===== src/rtl/int_ack_ctrl.sv =====
// rtl/int_ack_ctrl.sv - acknowledge-side controller of the PIC (priority, ISR, INTA vector, EOI)
//
// Ports:
//   clock                      system clock
//   reset                      asynchronous active-low reset
//   interrupt_request_register IRR from the request register block
//   interrupt_mask             1 = line masked
//   vector_base                T7..T3 of the vector byte
//   auto_eoi_config            1 = clear the acknowledged ISR bit at the end of the second INTA
//   eoi                        one-cycle non-specific EOI strobe
//   inta_n                     INTA pin, already synchronized to clock
//   int_out                    INT to CPU
//   freeze                     holds the IRR stable during the acknowledge sequence
//   clear_interrupt_request    one-cycle one-hot clear pulse to the IRR
//   in_service_register        current ISR
//   data_out                   vector byte
//   data_out_enable            drives data_out onto the bus
module int_ack_ctrl #(
  parameter int IRQ_WIDTH    = 8,
  parameter int SPURIOUS_IRQ = 7
) (
  input  logic       clock,
  input  logic       reset,
  input  logic [7:0] interrupt_request_register,
  input  logic [7:0] interrupt_mask,
  input  logic [4:0] vector_base,
  input  logic       auto_eoi_config,
  input  logic       eoi,
  input  logic       inta_n,
  output logic       int_out,
  output logic       freeze,
  output logic [7:0] clear_interrupt_request,
  output logic [7:0] in_service_register,
  output logic [7:0] data_out,
  output logic       data_out_enable
);

  typedef enum logic [1:0] {IDLE, ACK1, ACK2, DONE} state_t;

  state_t     state;
  logic       inta_prev;
  logic [7:0] vector;
  logic [2:0] ack_idx;
  logic       ack_spurious;

  logic       fall;
  logic       rise;
  logic [3:0] isr_top;
  logic [7:0] eligible;
  logic       win_valid;
  logic [2:0] win;
  logic [7:0] win_onehot;
  logic [7:0] ack_onehot;
  logic [7:0] eoi_clr;
  logic [7:0] isr_after_eoi;

  assign fall = inta_prev & ~inta_n;
  assign rise = ~inta_prev & inta_n;

  // Fully nested priority: IR0 highest, a line may only interrupt lines of
  // lower priority than the highest one currently in service.
  always_comb begin
    isr_top = 4'd8;
    for (int i = IRQ_WIDTH - 1; i >= 0; i--) begin
      if (in_service_register[i]) isr_top = 4'(i);
    end
    eligible = '0;
    for (int i = 0; i < IRQ_WIDTH; i++) begin
      eligible[i] = interrupt_request_register[i] & ~interrupt_mask[i] & (4'(i) < isr_top);
    end
    win_valid = |eligible;
    win = 3'd0;
    for (int i = IRQ_WIDTH - 1; i >= 0; i--) begin
      if (eligible[i]) win = 3'(i);
    end
  end

  assign win_onehot    = 8'b1 << win;
  assign ack_onehot    = 8'b1 << ack_idx;
  // EOI always works on the pre-update ISR so a bit set this cycle survives.
  assign eoi_clr       = (eoi && !isr_top[3]) ? (8'b1 << isr_top[2:0]) : 8'b0;
  assign isr_after_eoi = in_service_register & ~eoi_clr;

  always_ff @(posedge clock or negedge reset) begin
    if (!reset) begin
      state                   <= IDLE;
      inta_prev               <= 1'b1;
      vector                  <= 8'h00;
      ack_idx                 <= 3'd0;
      ack_spurious            <= 1'b0;
      int_out                 <= 1'b0;
      freeze                  <= 1'b0;
      clear_interrupt_request <= 8'h00;
      in_service_register     <= 8'h00;
      data_out                <= 8'h00;
      data_out_enable         <= 1'b0;
    end else begin
      inta_prev               <= inta_n;
      clear_interrupt_request <= 8'h00;
      in_service_register     <= isr_after_eoi;
      int_out                 <= 1'b0;

      case (state)
        IDLE: begin
          if (fall) begin
            state  <= ACK1;
            freeze <= 1'b1;
            if (win_valid) begin
              in_service_register     <= isr_after_eoi | win_onehot;
              clear_interrupt_request <= win_onehot;
              vector                  <= {vector_base, win};
              ack_idx                 <= win;
              ack_spurious            <= 1'b0;
            end else begin
              vector       <= {vector_base, 3'(SPURIOUS_IRQ)};
              ack_idx      <= 3'(SPURIOUS_IRQ);
              ack_spurious <= 1'b1;
            end
          end else begin
            int_out <= win_valid;
          end
        end
        ACK1: begin
          if (rise) state <= ACK2;
        end
        ACK2: begin
          if (fall) begin
            state           <= DONE;
            data_out        <= vector;
            data_out_enable <= 1'b1;
          end
        end
        DONE: begin
          if (rise) begin
            state           <= IDLE;
            data_out        <= 8'h00;
            data_out_enable <= 1'b0;
            freeze          <= 1'b0;
            if (auto_eoi_config && !ack_spurious) begin
              in_service_register <= isr_after_eoi & ~ack_onehot;
            end
          end
        end
        default: state <= IDLE;
      endcase
    end
  end

endmodule


===== config.mk =====
export PLATFORM = sky130hd
export DESIGN_NAME = int_ack_ctrl
export DESIGN_NICKNAME = d
export VERILOG_FILES = /design/src/rtl/int_ack_ctrl.sv
export SDC_FILE = /design/constraint.sdc
export NUM_CORES = 1
export LEC_CHECK = 0
export ABC_AREA = 1
export CORE_MARGIN = 2
export CORE_UTILIZATION = 62
export DETAILED_ROUTE_END_ITERATION = 10
export DONT_BUFFER_PORTS = 1
export GPL_TIMING_DRIVEN = 0
export HOLD_SLACK_MARGIN = 0.05
export PLACE_DENSITY = 0.78
export SLEW_MARGIN = 40
export SYNTH_ARGS = -nofsm -noshare
export SYNTH_HDL_FRONTEND = slang
export SYNTH_SLANG_ARGS = --single-unit

===== constraint.sdc =====
create_clock -name clock -period 2.5 [get_ports clock]
set_clock_uncertainty 0.2 [all_clocks]
set_input_delay 0.5 -clock clock [delete_from_list [all_inputs] [get_ports clock]]
set_output_delay 0.5 -clock clock [all_outputs]
set_load 0.05 [all_outputs]

==> impl_metrics.csv, run 1 <==
group,metric,value,unit
detailed_routing,met3_length,232,um
synthesis,async_flop_share,1.00,
synthesis,mappedNetlistArea,2120,sq um
setup_path,criticalPathCategory,"reg -> reg",
floorplan,die_h,62.5,um
clocking,cts_htree_levels,2,
finish,fillers,304,
placed_design,dp_cells,320,
detailed_routing,dr.pass1.iters,5,
setup_path,crit_fanout,7,
sta,setup_violations,0,
finish,final-instance-count-excl-fill,331,
floorplan,die_area,3900,sq um
power,pwr-share-seq,0.481,
global_route,grt_max_degree,40,
synthesis,netlist_instances,274,
power,power_density,1180,nW/um^2
flow_run,maxCapViolCount,0,
synthesis,ys_warn_count,0,
finish,fin_area,2310,sq um
run_status,status,"complete, no violations",
floorplan,start_util,0.641,
clocking,path_clk_slew,0.11,ns
global_route,grt-ovfl-total,0,
global_route,antenna_found_initial,0,
sta,finalWorstSetupSlack,0.166,ns
clocking,cts_setup_buffers,0,
global_route,grt_pass1_wl,7530,um
detailed_routing,antenna_left,0,
detailed_routing,wl_per_cell,13.5,um
placed_design,place_area,2180,sq um
power,swShare,0.523,
placed_design,gp_congestion,0.858,
setup_path,critPathArrivalTime,2.41,ns
setup_path,end_kind,"flop",
sta,slew_headroom,0.672,
finish,diodes,0,
sta,clock.fmax,429,MHz
detailed_routing,drt_iter0_drc,130,
finish,drive_gt1_frac,0.137,
finish,areaGrowthSynthToFinish,8.91,%
detailed_routing,drc,0,
global_route,grt_pass1_vias,1677,
floorplan,rows,21,
detailed_routing,vias,1775,
clocking,cts_made_buffers,5,
floorplan,io_pins,53,
clocking,cts_root_buffer,"clkbuf_4",
power,p_clk_frac,0.120,
clocking,clockBufferDepth,2,
placed_design,dp_hpwl,3330,um
sta,hold_viol_final,0,
sta,fin_crit_sh,0.933,
detailed_routing,drt-total-wl,4480,um
power,leakagePower,1.22,nW
power,p_comb_frac,0.399,
floorplan,coreArea,3310,sq um
detailed_routing,routed.top_layer,"met4",
floorplan,die_w,62.5,um
synthesis,avgSynthCellArea,7.74,sq um
sta,fin_crit,2.33,ns
power,p_sw,1.42,mW
placed_design,dpl_worst_slack,0.00324,ns
detailed_routing,route.met2.wl,2180,um
clocking,cts_tree,"done",
finish,fin_nets,315,
global_route,track_usage,0.247,
synthesis,ys_types,34,
synthesis,yosysSeqAreaShare,0.461,
finish,final_util,0.698,
setup_path,critPathRequiredTime,2.58,ns
sta,worstMarginPinSlew,0.492,ns
sta,drv_slew,0,
sta,rsz0062_at_grt,"yes",
setup_path,cp-start-kind,"flop",
sta,setup_tns,0,ns
detailed_routing,wl_met1,2020,um
worst_hold_path,hold_path.class,"in -> reg",
clocking,cts_sinks,39,
placed_design,portBuffers,0,
power,p_int,1.29,mW
power,ir_worst_vdd,0.729,mV
synthesis,syn_nets,304,
detailed_routing,vias_per_cell,5.36,
synthesis,ys_ff_latch,39,
clocking,insertion_delay,0.34,ns
synthesis,synth_ff_type,"dfrtp_1",
synthesis,synth_edf_count,0,
==> stage by stage <==
stage	total power, mW	hold slack (ns)
after floorplan	2.12	0.00441
after global placement	2.32	0.00513
after detailed placement	2.35	0.00516
after CTS	2.69	0.0644
after global routing	2.92	0.0615
final	2.71	0.0646
==> synthesized netlist by cell type (2+ instances only) <==
master | instances | area share
a21oi_1 | 11 | 0.026
nand3_1 | 12 | 0.028
nand2_2 | 5 | 0.015
a21oi_2 | 3 | 0.012
o21ai_0 | 13 | 0.031
dfrtp_1 | 38 | 0.45
nor2_1 | 16 | 0.028
nor3_1 | 7 | 0.017
o211ai_1 | 3 | 0.011
clkbuf_1 | 2 | 0.0035
inv_1 | 55 | 0.097
o22ai_1 | 3 | 0.0089
nor2_4 | 4 | 0.021
a22oi_1 | 2 | 0.0071
nand4_1 | 4 | 0.012
nand2_1 | 71 | 0.13
ha_1 | 4 | 0.024
nor2_2 | 5 | 0.015
==> what timing repair did <==
action                     4_1_cts  5_1_grt
setup endpoints to repair        2       13
gates resized for setup          1        9
hold buffers                     4        0
hold endpoints to repair        41        0
==> worst max-delay path, cell delays in order (launching register included) <==
cell and delay [ns]:
dfrtp_2 0.56, nor2_4 0.22, nand2_4 0.11, nor2_4 0.16, nand4_2 0.16, a21oi_4 0.19, nand3_2 0.11, a21oi_2 0.21
nand4_1 0.15, nand2_1 0.09, nand2_1 0.05, nand2_1 0.06
==> sequential cells by signal, summed over array words and instances (netlist names) <==
signal / cells
ack_spurious: 1
clear_interrupt_request: 8
data_out: 8
data_out_enable: 1
freeze: 1
in_service_register: 8
int_out: 1
inta_prev: 1
state: 2
vector: 8
==> per-layer routing <==
metal	vias to the layer above	global-route usage
li1	890	-
met1	833	0.329
met2	45	0.406
met3	7	0.0559
met4	0	0.0722
met5	-	0
==> placed cells by master, fill, tap and decap left out, drive strengths merged, types with 4 or more instances in the layout <==
cell,n
ha,4
nor3,7
a21oi,15
nand2,77
inv,56
clkbuf,8
nand4,5
dfrtp,38
nand3,13
nor2,25
o21ai,14
==> area by class of cell <==
cell class              instances  area (sq um)  share of cell area
clock inverters                 1          5.00             0.00217
flip-flops and latches         39           987               0.427
clock buffers                   6          51.3              0.0222
plain buffers                   2          7.51             0.00325
multi-input cells             176           937               0.406
inverters                      57           214              0.0926
repair buffers                  4          50.0              0.0217
well taps                      46          57.6              0.0249
==> power by group through the flow <==
stage          clock network, mW  registers [mW]  logic, mW
6_report                   0.325            1.31       1.08
5_1_grt                    0.354            1.33       1.23
4_1_cts                    0.330            1.30       1.06
3_5_place_dp                   0            1.32       1.03
3_3_place_gp                   0            1.31       1.00
2_1_floorplan                  0            1.29      0.836
==> path summary, 6_finish.rpt <==
check                                        from                     end  slack (ns)  cells after the start
min in group asynchronous                   reset  in_service_register[0]        0.45                      2
setup / recovery           in_service_register[2]  in_service_register[7]        0.17                     11
max in group asynchronous                   reset               inta_prev        1.40                      2
hold / removal                     vector_base[0]               vector[3]        0.06                      2
setup reg to reg           in_service_register[2]  in_service_register[7]        0.17                     11
hold reg to reg                         vector[4]               vector[4]        0.28                      2
==> cells by family (layout without fill, tap and decap cells) <==
logic type               after synthesis  in the layout  synth area share
flip-flops                            39             39             0.461
adder cells (fa/ha/maj)                4              4            0.0236
buffers and inverters                 59             70             0.104
AND/OR/NAND/NOR                      130            130             0.287
AO/OA/AOI/OAI                         42             42             0.124
No activity file was read; power rests on OpenSTA's default activity.
==> run 2, diff against run 1 <==
--- a/config.mk
+++ b/config.mk
@@ -7,12 +7,12 @@
 export LEC_CHECK = 0
 export ABC_AREA = 1
 export CORE_MARGIN = 2
-export CORE_UTILIZATION = 62
+export CORE_UTILIZATION = 65
 export DETAILED_ROUTE_END_ITERATION = 10
 export DONT_BUFFER_PORTS = 1
 export GPL_TIMING_DRIVEN = 0
 export HOLD_SLACK_MARGIN = 0.05
-export PLACE_DENSITY = 0.78
+export PLACE_DENSITY = 0.81
 export SLEW_MARGIN = 40
 export SYNTH_ARGS = -nofsm -noshare
 export SYNTH_HDL_FRONTEND = slang
==> constraint.sdc (replaced) <==
create_clock -name clock -period 3 [get_ports clock]
set_clock_uncertainty 0.2 [all_clocks]
set_input_delay 0.6 -clock clock [delete_from_list [all_inputs] [get_ports clock]]
set_output_delay 0.6 -clock clock [all_outputs]
set_load 0.05 [all_outputs]
==> impl_metrics.csv, run 2 (synthesized netlist as in run 1, its figures left out) <==
group,metric,value,unit
clocking,insertion_delay,0.35,ns
sta,worstMarginPinSlew,0.620,ns
global_route,grt_pass1_wl,7470,um
finish,final_common_cell,"nand2_1",
floorplan,die_h,61.1,um
setup_path,cp-start-kind,"flop",
detailed_routing,drc,0,
detailed_routing,vias_per_cell,5.42,
sta,slew_headroom,0.586,
detailed_routing,wl_per_cell,13.7,um
sta,clock.fmax,385,MHz
floorplan,rows,20,
finish,fin_nets,314,
sta,setup_tns,0,ns
clocking,clockBufferDepth,2,
finish,areaGrowthSynthToFinish,7.02,%
setup_path,crit_fanout,4,
detailed_routing,dr.pass1.iters,4,
setup_path,criticalPathCategory,"reg -> reg",
power,power_density,990,nW/um^2
power,p_int,1.05,mW
floorplan,io_pins,53,
setup_path,end_kind,"flop",
power,p_comb_frac,0.398,
detailed_routing,vias,1782,
power,ir_worst_vdd,0.678,mV
power,power.total,2.25,mW
power,leakagePower,1.22,nW
sta,fin_crit,2.60,ns
setup_path,critPathRequiredTime,3.08,ns
placed_design,portBuffers,0,
global_route,antenna_found_initial,0,
floorplan,die_w,61.1,um
floorplan,start_util,0.689,
detailed_routing,antenna_left,0,
worst_hold_path,hold_path.class,"in -> reg",
detailed_routing,drt_iter0_drc,109,
sta,setup_violations,0,
finish,diodes,0,
detailed_routing,drt-total-wl,4500,um
global_route,grt_max_degree,40,
global_route,grt_pass1_vias,1631,
setup_path,slowest_stage,"dfrtp_1",
sta,drv_slew,0,
clocking,cts_hold_buffers,3,
run_status,status,"complete, no violations",
setup_path,critPathArrivalTime,2.68,ns
flow_run,maxCapViolCount,0,
setup_path,crit_top_cell,"nand2_1",
power,p_clk_frac,0.117,
clocking,path_clk_slew,0.12,ns
setup_path,slowest_delay,0.72,ns
clocking,cts_root_buffer,"clkbuf_4",
placed_design,gp_congestion,0.888,
clocking,cts_tree,"done",
finish,final_util,0.737,
placed_design,dp_hpwl,3380,um
global_route,grt-ovfl-total,0,
clocking,cts_made_buffers,5,
sta,fin_crit_sh,0.866,
power,swShare,0.533,
finish,layout_common_cells,"nand2_1 (71), inv_1 (55), dfrtp_1 (38)",
setup_path,path_cells,"inv_1 > nand2_1 > nand2_1 > nand2_1 > nand2_2 > nand3_1 > nand2_1 > a21oi_2 > nand3_1 > nor2_2 > inv_1 > nor2_1 > nand2_1 > nand2_1",
clocking,cts_htree_levels,2,
sta,rsz0062_at_grt,"no",
floorplan,die_area,3740,sq um
global_route,track_usage,0.275,
clocking,cts_setup_buffers,0,
power,pwr-share-seq,0.485,
finish,drive_gt1_frac,0.109,
clocking,cts_sinks,39,
power,p_sw,1.20,mW
floorplan,coreArea,3080,sq um
sta,hold_viol_final,0,
clocking,cts-resized-gates,0,
[run 2: cell types whose count changed in the layout (fill, tap and decap cells not counted), sizes merged]
cell / before / now
dlygate4sd3: 3 / 2
clkinvlp: 0 / 1
[run 2: worst max-delay path, delay by kind of cell (launching register included)]
family | cells | cell delay (ns)
DFF | 1 | 0.72
and+or+nand+nor | 11 | 1.15
buffers and inverters | 2 | 0.20
AOI/OAI and AO/OA | 1 | 0.26
[run 2: area by class of cell]
type | count | area (sq um)
repair buffers | 3 | 40.0
inverters | 57 | 214
fillers | 252 | 808
well taps | 44 | 55.1
plain buffers | 2 | 7.51
multi-input cells | 176 | 922
flip-flops and latches | 39 | 977
clock inverters | 2 | 12.5
clock buffers | 6 | 41.3
[run 2: power by group through the flow]
| stage | logic (mW) | registers (mW) | clock network, mW |
|---|---|---|---|
| 2_1_floorplan | 0.697 | 1.07 | 0 |
| 3_3_place_gp | 0.836 | 1.09 | 0 |
| 3_5_place_dp | 0.865 | 1.10 | 0 |
| 4_1_cts | 0.891 | 1.09 | 0.265 |
| 5_1_grt | 1.02 | 1.11 | 0.298 |
| 6_report | 0.895 | 1.09 | 0.263 |
[run 2: worst paths after layout]
path,startpoint,to,slack [ns],cells after the start
min in group asynchronous,reset,in_service_register[7],0.48,2
worst min-delay path,eoi,in_service_register[0],0.14,1
max in group asynchronous,reset,inta_prev,1.85,2
worst min register to register,vector[4],vector[4],0.29,2
worst max-delay path,in_service_register[6],in_service_register[4],0.40,14
worst max register to register,in_service_register[6],in_service_register[4],0.40,14
[run 2: metal layers]
layer  track usage  part of all wire  vias up  routed length (um)
li1              -                 -      892                   -
met1         0.393              0.47      826                2130
met2         0.410              0.46       54                2060
met3        0.0735             0.053       10                 238
met4        0.0807             0.015        0                  68
met5             0                 0        -                   0
[run 2: metrics by stage]
step / std cells / hold slack, ns / setup slack [ns] / cell area (sq um)
finish: 329 / 0.138 / 0.401 / 2270
floorplan: 274 / 0.104 / 0.868 / 2120
CTS: 329 / 0.137 / 0.444 / 2270
global placement: 318 / 0.105 / 0.531 / 2180
global route: 329 / 0.130 / 0.167 / 2270
detailed placement: 318 / 0.105 / 0.474 / 2180
==> run 3, diff against run 2 <==
--- a/config.mk
+++ b/config.mk
@@ -12,7 +12,7 @@
 export DONT_BUFFER_PORTS = 1
 export GPL_TIMING_DRIVEN = 0
 export HOLD_SLACK_MARGIN = 0.05
-export PLACE_DENSITY = 0.81
+export PLACE_DENSITY = 0.79
 export SLEW_MARGIN = 40
 export SYNTH_ARGS = -nofsm -noshare
 export SYNTH_HDL_FRONTEND = slang
==> impl_metrics.csv, run 3 (synthesized netlist as in run 1, its figures left out) <==
group,metric,value,unit
run_status,status,"complete, no violations",
finish,drive_gt1_frac,0.112,
clocking,cts_setup_buffers,0,
global_route,grt_pass1_vias,1640,
setup_path,cp-start-kind,"flop",
detailed_routing,drt-total-wl,4400,um
floorplan,die_area,3740,sq um
power,pwr-share-seq,0.467,
finish,diodes,0,
clocking,cts_made_buffers,5,
placed_design,dp_hpwl,3380,um
sta,slew_headroom,0.597,
detailed_routing,vias,1741,
worst_hold_path,hp-start,"vector_base[3]",
finish,final_util,0.746,
sta,fin_crit_sh,0.839,
clocking,clockBufferDepth,2,
power,power_density,1010,nW/um^2
detailed_routing,antenna_left,0,
global_route,grt-ovfl-total,0,
global_route,grt_max_degree,40,
setup_path,rrSetupSlack,0.48,ns
power,swShare,0.511,
global_route,track_usage,0.269,
floorplan,die_w,61.1,um
detailed_routing,drc,0,
setup_path,ff2ff_path_depth,12,
setup_path,critPathRequiredTime,3.08,ns
sta,hold_viol_final,0,
floorplan,coreArea,3080,sq um
setup_path,crit_fanout,4,
floorplan,start_util,0.689,
worst_hold_path,whs_path_depth,2,
flow_run,maxCapViolCount,0,
clocking,cts_sinks,39,
setup_path,r2r_end,"vector[0]",
finish,layout_common_cells,"nand2_1 (71), inv_1 (55), dfrtp_1 (38)",
detailed_routing,vias_per_cell,5.29,
power,ir_worst_vdd,0.631,mV
sta,rsz0062_at_grt,"no",
floorplan,rows,20,
power,p_comb_frac,0.382,
placed_design,gp_congestion,0.954,
sta,worstMarginPinSlew,0.604,ns
global_route,antenna_found_initial,0,
clocking,cts-resized-gates,0,
clocking,cts_htree_levels,2,
clocking,cts_root_buffer,"clkbuf_4",
clocking,insertion_delay,0.35,ns
setup_path,regToRegStartpoint,"in_service_register[6]",
worst_hold_path,hold_path.class,"in -> reg",
detailed_routing,drt_iter0_drc,108,
finish,areaGrowthSynthToFinish,8.32,%
detailed_routing,wl_per_cell,13.4,um
sta,holdWs,0.152,ns
finish,final_common_cell,"nand2_1",
global_route,grt_pass1_wl,7400,um
floorplan,io_pins,53,
sta,setup_violations,0,
setup_path,critPathArrivalTime,2.60,ns
clocking,path_clk_slew,0.12,ns
sta,fin_crit,2.52,ns
power,p_clk_frac,0.150,
power,p_sw,1.19,mW
sta,clock.fmax,397,MHz
sta,drv_slew,0,
setup_path,end_kind,"flop",
setup_path,criticalPathCategory,"reg -> reg",
floorplan,die_h,61.1,um
detailed_routing,dr.pass1.iters,4,
clocking,cts_tree,"done",
sta,setup_tns,0,ns
finish,fin_nets,314,
placed_design,portBuffers,0,
power,p_int,1.13,mW
worst_hold_path,hold_end,"vector[6]",
power,leakagePower,1.24,nW
-- run 3: layout make-up --
class / instances / area (sq um)
multi-input combinational: 176 / 922
fill: 265 / 781
tap: 44 / 55.1
clock buffer: 5 / 37.5
buffer: 2 / 7.51
sequential: 39 / 977
inverter: 57 / 214
timing repair buffer: 3 / 40.0
clock inverter: 3 / 43.8
-- run 3: routing by layer --
| metal | GRT usage | up-vias | part of all wire | wire, um |
|---|---|---|---|---|
| met5 | 0 | - | 0 | 0 |
| met4 | 0.0745 | 0 | 0.011 | 47 |
| li1 | - | 886 | - | - |
| met3 | 0.0546 | 7 | 0.067 | 294 |
| met1 | 0.376 | 791 | 0.44 | 1950 |
| met2 | 0.427 | 57 | 0.48 | 2110 |
-- run 3: repair_timing --
| item | 4_1_cts | 5_1_grt |
|---|---|---|
| hold buffers | 3 | 0 |
| hold endpoints to repair | 40 | 0 |
| setup endpoints to repair | 0 | 0 |
-- run 3: power by group through the flow --
stage / Sequential, mW / Clock (mW) / Combinational (mW)
floorplan: 1.07 / 0 / 0.697
global placement: 1.09 / 0 / 0.836
detailed placement: 1.10 / 0 / 0.864
CTS: 1.09 / 0.352 / 0.883
global route: 1.11 / 0.375 / 1.02
finish: 1.08 / 0.349 / 0.887
-- run 3: worst max-delay path by stage --
| stage | endpoint | start | cells after the start |
|---|---|---|---|
| 2_1_floorplan | in_service_register[4] | in_service_register[6] | 14 |
| 3_3_place_gp | in_service_register[4] | in_service_register[6] | 14 |
| 3_5_place_dp | vector[0] | in_service_register[6] | 12 |
| 4_1_cts | vector[0] | in_service_register[6] | 12 |
| 5_1_grt | in_service_register[1] | in_service_register[6] | 18 |
| 6_report | vector[0] | in_service_register[6] | 12 |
-- run 3: per-stage QoR --
stage | area, sq um | cells | setup WS [ns] | total power [mW]
floorplan | 2120 | 274 | 0.868 | 1.77
global placement | 2180 | 318 | 0.555 | 1.93
detailed placement | 2180 | 318 | 0.514 | 1.96
CTS | 2300 | 329 | 0.485 | 2.32
global route | 2300 | 329 | 0.155 | 2.51
finish | 2300 | 329 | 0.482 | 2.32
-- run 3: critical path, stage by stage, from the launching register on --
cell     delay [ns]
dfrtp_1        0.71
inv_1          0.12
nand2_1        0.08
nand2_1        0.06
nand2_1        0.07
nand2_2        0.08
nand3_1        0.13
nand2_1        0.10
a21oi_2        0.25
nand2_1        0.11
nor3_1         0.27
nor2_1         0.12
a22oi_1        0.16
